[src/rtl/config_loader.sv]
// Configuration loader: hunts for a 0xA5 sync byte, unpacks 22 frames into
// per-target configuration writes, then verifies an XOR checksum byte before
// enabling the fabric.
module config_loader (
    input  logic        clock,
    input  logic        reset,
    input  logic        start,
    input  logic [7:0]  in_data,
    input  logic        in_valid,
    output logic        in_ready,
    output logic [4:0]  cfg_addr,
    output logic [32:0] cfg_data,
    output logic        cfg_we,
    output logic        fabric_enable,
    output logic        done,
    output logic        error,
    output logic [2:0]  state
);

    typedef enum logic [2:0] {
        StIdle  = 3'd0,
        StSync  = 3'd1,
        StLoad  = 3'd2,
        StCheck = 3'd3,
        StDone  = 3'd4,
        StError = 3'd5
    } state_e;

    localparam logic [7:0] SyncByte   = 8'hA5;
    localparam logic [4:0] FirstTile  = 5'd11;
    localparam logic [4:0] LastTarget = 5'd21;

    state_e      state_q;
    logic [2:0]  byte_cnt_q;
    logic [4:0]  target_q;
    logic [32:0] frame_q;
    logic [7:0]  checksum_q;

    logic        accept;
    logic        last_byte;
    logic [32:0] frame_next;

    assign accept = in_valid & in_ready;
    assign state  = state_q;

    // Merge the incoming byte into the partially assembled frame
    always_comb begin
        last_byte  = (target_q < FirstTile) ? (byte_cnt_q == 3'd1) : (byte_cnt_q == 3'd4);
        frame_next = frame_q;
        case (byte_cnt_q)
            3'd0:    frame_next[7:0]   = in_data;
            3'd1:    frame_next[15:8]  = in_data;
            3'd2:    frame_next[23:16] = in_data;
            3'd3:    frame_next[31:24] = in_data;
            // Fifth byte of a logic-tile frame contributes only bit 32
            default: frame_next[32]    = in_data[0];
        endcase
    end

    // Loader FSM with registered handshake, write strobe and status outputs
    always_ff @(posedge clock) begin
        if (reset) begin
            state_q       <= StIdle;
            byte_cnt_q    <= 3'd0;
            target_q      <= 5'd0;
            frame_q       <= 33'd0;
            checksum_q    <= 8'd0;
            in_ready      <= 1'b0;
            cfg_we        <= 1'b0;
            cfg_addr      <= 5'd0;
            cfg_data      <= 33'd0;
            fabric_enable <= 1'b0;
            done          <= 1'b0;
            error         <= 1'b0;
        end else begin
            cfg_we <= 1'b0;
            unique case (state_q)
                StIdle, StDone, StError: begin
                    if (start) begin
                        state_q       <= StSync;
                        byte_cnt_q    <= 3'd0;
                        target_q      <= 5'd0;
                        frame_q       <= 33'd0;
                        checksum_q    <= 8'd0;
                        in_ready      <= 1'b1;
                        fabric_enable <= 1'b0;
                        done          <= 1'b0;
                        error         <= 1'b0;
                    end
                end
                StSync: begin
                    // Non-sync bytes are simply dropped while hunting
                    if (accept && in_data == SyncByte) begin
                        state_q <= StLoad;
                    end
                end
                StLoad: begin
                    if (accept) begin
                        checksum_q <= checksum_q ^ in_data;
                        if (last_byte) begin
                            cfg_we     <= 1'b1;
                            cfg_addr   <= target_q;
                            cfg_data   <= frame_next;
                            // Clearing here keeps 2-byte frames zero-extended
                            frame_q    <= 33'd0;
                            byte_cnt_q <= 3'd0;
                            if (target_q == LastTarget) begin
                                state_q <= StCheck;
                            end else begin
                                target_q <= target_q + 5'd1;
                            end
                        end else begin
                            frame_q    <= frame_next;
                            byte_cnt_q <= byte_cnt_q + 3'd1;
                        end
                    end
                end
                StCheck: begin
                    if (accept) begin
                        in_ready <= 1'b0;
                        if (in_data == checksum_q) begin
                            state_q       <= StDone;
                            done          <= 1'b1;
                            fabric_enable <= 1'b1;
                        end else begin
                            state_q <= StError;
                            error   <= 1'b1;
                        end
                    end
                end
                default: begin
                    state_q  <= StIdle;
                    in_ready <= 1'b0;
                end
            endcase
        end
    end

endmodule
[config.mk]
export PLATFORM = sky130hd
export DESIGN_NAME = config_loader
export DESIGN_NICKNAME = d
export VERILOG_FILES = /design/src/rtl/config_loader.sv
export SDC_FILE = /design/constraint.sdc
export NUM_CORES = 1
export LEC_CHECK = 0
export ABC_AREA = 1
export CORE_MARGIN = 2
export CORE_UTILIZATION = 55
export DETAILED_ROUTE_END_ITERATION = 8
export PLACE_DENSITY = 0.8
export SLEW_MARGIN = 10
export SYNTH_ARGS = -nofsm -noshare
export SYNTH_HDL_FRONTEND = slang
export SYNTH_SLANG_ARGS = --single-unit
[constraint.sdc]
create_clock -name clock -period 1.88 [get_ports clock]
set_input_delay 0.376 -clock clock [delete_from_list [all_inputs] [get_ports clock]]
set_output_delay 0.376 -clock clock [all_outputs]
set_load 0.05 [all_outputs]
==> flow_summary.ini, run 1 <==
[power_and_ir_drop]
power.leakage_nw = 2.08
ir_drop_mv = 0.599
power_density_nw_per_um2 = 842
power_mw = 4.37

[route]
drtPass1Iterations = 4
drt_iter0_markers = 188
ant_nets = 0
drc = 0
routedWlPerCell_um = 12.3
routed_via_density = 5.09
routed_wl_um = 9550
num_vias = 3958

[timing]
worst_slew_pin_slew_ps = 521
finalClockSkew_ps = 10.5
final-setup-viol-count = 0
whs_ps = 208
max_freq_mhz = 543
finalCritPeriodShare_pct = 98.0
fin_crit_ps = 1840
rsz0062_at_grt = false
max_slew_margin_pct = 65.2
finalHoldViolCount = 0
slew_viol_final = 0

[floorplanning]
die-area_um2 = 8660
ios = 58
die_h_um = 93.1
die_w_um = 93.1
start_util_pct = 56.8
core_area_um2 = 7690
fp-row-count = 32

[critical_path]
cp_cell_sequence = clkdlybuf4s50_1
cp_top_family = buffers and inverters
path_max_fanout = 1
r2r_end = cfg_data[22]
cpPeakStageDelay_ps = 790
critPathArrivalTime_ps = 1470
crit_path_start_kind = register
critical_path_class = register to output port
r2r_slack_ps = 150
reg2reg_depth = 10
critPathSlowestCell = clkdlybuf4s50_1
crit_required_ps = 1500
rr_startpoint = byte_cnt_q[0]
end_kind = output port
critical_path_buf_inv_count = 1

[yosys]
synth_top_family_by_area = simple AND/OR/NAND/NOR gates
synth_edf_count = 0
yosys.area_share.simple_pct = 22.9
ys_seq_area_share_pct = 43.1
synthFlopType = dfxtp_1
synthMuxAreaShare_pct = 0
synth_area_leader_cell = dfxtp_1
synth_cell_types = 25
synth_xor_area_share_pct = 0.602
yosys-top-cells-area = dfxtp_1, nand2_1, a21oi_1
synthArstFlopShare_pct = 0
synth.most_common_cell = nand2_1
synth_top_area_share_pct = 43.1
syn-num-nets = 626
ys_ff_latch = 94
syn_area_per_cell_um2 = 7.19
netlist_top_cells_count = nand2_1, dfxtp_1, a21oi_1, inv_1, o21ai_0
synth_warnings = 0
synthCells = 607
synth_compound_area_share_pct = 20.6
synthAdderAreaFrac_pct = 2.01
synth_area_um2 = 4360

[grt]
antenna_found_initial = 0
grt_usage_pct = 22.9
grt_pass1_wl_um = 16000
grt_max_degree = 52
grt-ovfl-total = 0
grt_pass1_vias = 3687

[clock_network]
htree_levels = 3
cts_buffers = 9
cts_buffer_depth = 2
clockRootBuffer = clkbuf_8
post-cts-setup-buffer-count = 0
tritoncts = built
clkLatencyLatePin_ps = 370
path_clk_slew_ps = 90
clock-sinks = 94

[job]
max_cap_violations = 0

[min_path]
hold-path-cell-count = 2
hold_end = target_q[2]
min_from = reset
worst_hold_path_type = primary input to register

[finish]
final_nets = 689
area_growth_pct = 19.0
multi_input_area_um2 = 2010
register_area_um2 = 1880
layout.cells.non_filler = 777
diodes = 0
layout-drive-gt1-share_pct = 14.2
nFillCells = 670

[placed_design]
dp.final_hpwl_um = 6670
port_buffers = 57
routabilityCongestion = 0.885
dp_cells = 761

[run_status]
status = completed
## kinds of logic after synthesis
kind of cell,Yosys count
and+or+nand+nor,235
AOI/OAI and AO/OA,163
buffers and inverters,105
DFF,94
adders and majority gates,7
xor gates and xnor gates,3
## area by class of cell
class                   count  area share (%)
multi-input cells         408            38.8
flip-flops and latches     94            36.2
inverters                  74            5.35
clock inverters             6            1.37
clock buffers              10            2.46
well taps                 102            2.46
repair buffers             83            13.3
## timing repair
| item | in CTS | in global routing |
|---|---|---|
| gates resized for setup | 6 | 0 |
| hold buffers | 0 | 0 |
| setup endpoints to repair | 6 | 0 |
## where the power goes
group / switching (mW) / total (mW) / internal (mW)
Clock: 0.744 / 1.37 / 0.627
Combinational: 0.655 / 0.925 / 0.271
Sequential: 0.0453 / 2.08 / 2.03
Total: 1.44 / 4.37 / 2.93
## worst max-delay path by stage
stage | startpoint | to | slack (ps) | depth (start not counted)
final | cfg_we | cfg_we | 40 | 1
after global routing | cfg_we | cfg_we | 10 | 1
after CTS | cfg_we | cfg_we | 20 | 1
after detailed placement | in_valid | frame_q[17] | -7 | 7
after global placement | in_valid | state[0] | 30 | 9
after floorplan | in_ready | target_q[4] | 100 | 7
## placed cells by master, fill, tap and decap left out, types with 2 or more instances in the layout
master,n
clkdlybuf4s50_1,11
nor2_1,20
clkinv_4,2
nand3b_1,2
buf_12,3
clkbuf_8,9
ha_1,7
nand2_1,178
nor2_8,2
dfxtp_1,94
nand2_2,3
buf_4,62
inv_2,3
o21a_1,33
nand3_2,2
nand2_4,2
xor2_1,2
nand3_1,21
nor2_2,2
o21ai_0,40
a21oi_1,90
inv_1,71
nand4_1,2
dlygate4sd2_1,6
## routing by layer
metal	share of wire (%)	GRT usage, %	vias to the layer above	wire [um]
met1	46	28.9	1816	4410
met3	4.3	3.71	10	412
met5	0	0	-	0
met4	1.1	8.82	0	109
li1	-	-	2055	-
met2	48	39.3	77	4620
## state kept, by name, summed over array words and instances (netlist names)
name	count
cfg_data	33
done	1
byte_cnt_q	3
cfg_we	1
checksum_q	8
cfg_addr	5
in_ready	1
frame_q	33
target_q	5
error	1
state	3
## per-stage QoR
step / utilization, % / TNS (ps) / instance area (um^2) / worst slack [ps]
3_3_place_gp: 65.1 / 0 / 5000 / 29.8
4_1_cts: 67.5 / 0 / 5190 / 17.2
5_1_grt: 67.5 / 0 / 5190 / 11.5
3_5_place_dp: 65.1 / -7.08 / 5000 / -7.08
2_1_floorplan: - / 0 / 4360 / 96.8
6_report: 67.5 / 0 / 5190 / 37.0
No activity file was read; power rests on OpenSTA's default activity.
==> inputs of run 2 (changes only) <==
--- a/config.mk
+++ b/config.mk
@@ -6,10 +6,14 @@
 export NUM_CORES = 1
 export LEC_CHECK = 0
 export ABC_AREA = 1
+export CAP_MARGIN = 20
+export CELL_PAD_IN_SITES_DETAIL_PLACEMENT = 1
+export CELL_PAD_IN_SITES_GLOBAL_PLACEMENT = 1
 export CORE_MARGIN = 2
-export CORE_UTILIZATION = 55
+export CORE_UTILIZATION = 40
+export CTS_CLUSTER_SIZE = 16
 export DETAILED_ROUTE_END_ITERATION = 8
-export PLACE_DENSITY = 0.8
+export PLACE_DENSITY_LB_ADDON = 0.1
 export SLEW_MARGIN = 10
 export SYNTH_ARGS = -nofsm -noshare
 export SYNTH_HDL_FRONTEND = slang
==> flow_summary.ini, run 2 (same netlist as run 1, synthesis figures left out) <==
[timing]
finalCritPeriodShare_pct = 90.4
final-setup-viol-count = 0
fin_crit_ps = 1700
slew_viol_final = 0
worst_slew_pin_slew_ps = 500
rsz0062_at_grt = false
setup_ws_ps = 181
max_freq_mhz = 589
finalClockSkew_ps = 8.74
setup_tns_ps = 0
finalHoldViolCount = 0
max_slew_margin_pct = 66.6

[grt]
grt_usage_pct = 20.6
grt_util_met2_pct = 36.8
grtUsageMet1_pct = 24.6
grt_max_degree = 45
grt_pass1_wl_um = 19000
antenna_found_initial = 0
grt-ovfl-total = 0
grt_pass1_vias = 4094
grt_busiest_layer = met2
gr-usage-met3_pct = 4.70

[clock_network]
clockRootBuffer = clkbuf_8
clock-sinks = 94
cts_buffer_depth = 2
hold_buffers = 0
htree_levels = 3
cts_buffers = 9
path_clk_slew_ps = 90
post-cts-setup-buffer-count = 0
tritoncts = built
clkLatencyLatePin_ps = 370

[floorplanning]
ios = 58
die-area_um2 = 11800
core_area_um2 = 10700
die_w_um = 108
fp-row-count = 38
start_util_pct = 40.6
die_h_um = 108

[route]
routed_via_density = 4.99
routedWlPerCell_um = 14.2
routed_wl_um = 11600
drtPass1Iterations = 6
drc = 0
drt_iter0_markers = 133
ant_nets = 0
num_vias = 4083

[finish]
final_common_cell = nand2_1
nFillCells = 1402
post-route-util_pct = 49.3
area_growth_pct = 21.4
design_area_um2 = 5300
final_cell_mix = nand2_1, dfxtp_1, a21oi_1
layout-drive-gt1-share_pct = 15.8
final_nets = 693
top_regs = cfg_data x33, frame_q x33, checksum_q x8
diodes = 0

[placed_design]
port_buffers = 57
routabilityCongestion = 0.779
dp.final_hpwl_um = 8370
place_ws_ps = -73.2
placed_area_um2 = 5090

[min_path]
hold_end = cfg_we
worst_hold_path_type = primary input to register
min_from = reset
hold-path-cell-count = 2

[power_and_ir_drop]
power.leakage_nw = 2.12
power_density_nw_per_um2 = 831
power_mw = 4.40
ir_drop_mv = 0.518

[critical_path]
rr_startpoint = byte_cnt_q[0]
crit_required_ps = 2130
r2r_slack_ps = 180
critical_path_class = register to register
crit_path_start_kind = register
path_max_fanout = 43
critPathArrivalTime_ps = 1950
reg2reg_depth = 10
r2r_end = cfg_addr[3]
end_kind = register

[job]
max_cap_violations = 0

[run_status]
status = completed
## run 2: cell types whose count changed in the layout (fill, tap and decap cells not counted), sizes merged
cell and change:
clkinvlp -1, clkinv -1, bufinv -1, dlygate4sd2 -6, clkdlybuf4s50 -1, buf +10, inv -1, clkbuf +4
dlymetal6s2s +1
## run 2: cell type report
type	instances	area, um^2	share of cell area, %
clock buffer	14	183	3.45
tap	140	175	3.31
clock inverter	2	13.8	0.260
inverter	74	278	5.24
sequential	94	1880	35.5
multi-input combinational	408	2020	38.1
timing repair buffer	87	747	14.1
## run 2: worst max path at each step
stage	startpoint	endpoint	slack (ps)	cells after the start
floorplan	in_ready	target_q[4]	100	7
global placement	in_valid	byte_cnt_q[0]	-10	7
detailed placement	in_valid	cfg_data[27]	-70	7
CTS	cfg_we	cfg_we	20	1
global route	byte_cnt_q[0]	target_q[1]	10	9
finish	byte_cnt_q[0]	cfg_addr[3]	180	10
## run 2: critical path, stage by stage (launching register included)
cell	delay (ps)
dfxtp_1	340
inv_1	120
ha_1	200
nand2_1	60
inv_1	70
nand3_2	100
nand2_4	120
nand2_2	90
buf_12	180
o21ai_0	220
a21oi_1	70
## run 2: repair_timing
action                                 4_1_cts  5_1_grt
setup endpoints to repair                    0       18
gates resized for setup                      0        3
endpoints found under the hold margin        0        0
## run 2: power breakdown
| part | switching [mW] | internal, mW |
|---|---|---|
| combinational | 0.693 | 0.303 |
| sequential | 0.0383 | 2.03 |
| clock | 0.706 | 0.628 |
## run 2: per-stage QoR
stage | hold WS, ps | std cells
2_1_floorplan | 445 | 607
3_3_place_gp | 436 | 803
3_5_place_dp | 446 | 803
4_1_cts | 383 | 819
5_1_grt | 383 | 819
6_report | 388 | 819
## run 2: per-layer routing
| layer | part of all wire, % | vias to the layer above |
|---|---|---|
| li1 | - | 2068 |
| met1 | 46 | 1957 |
| met2 | 50 | 46 |
| met3 | 2.7 | 12 |
| met4 | 1.4 | 0 |
| met5 | 0 | - |
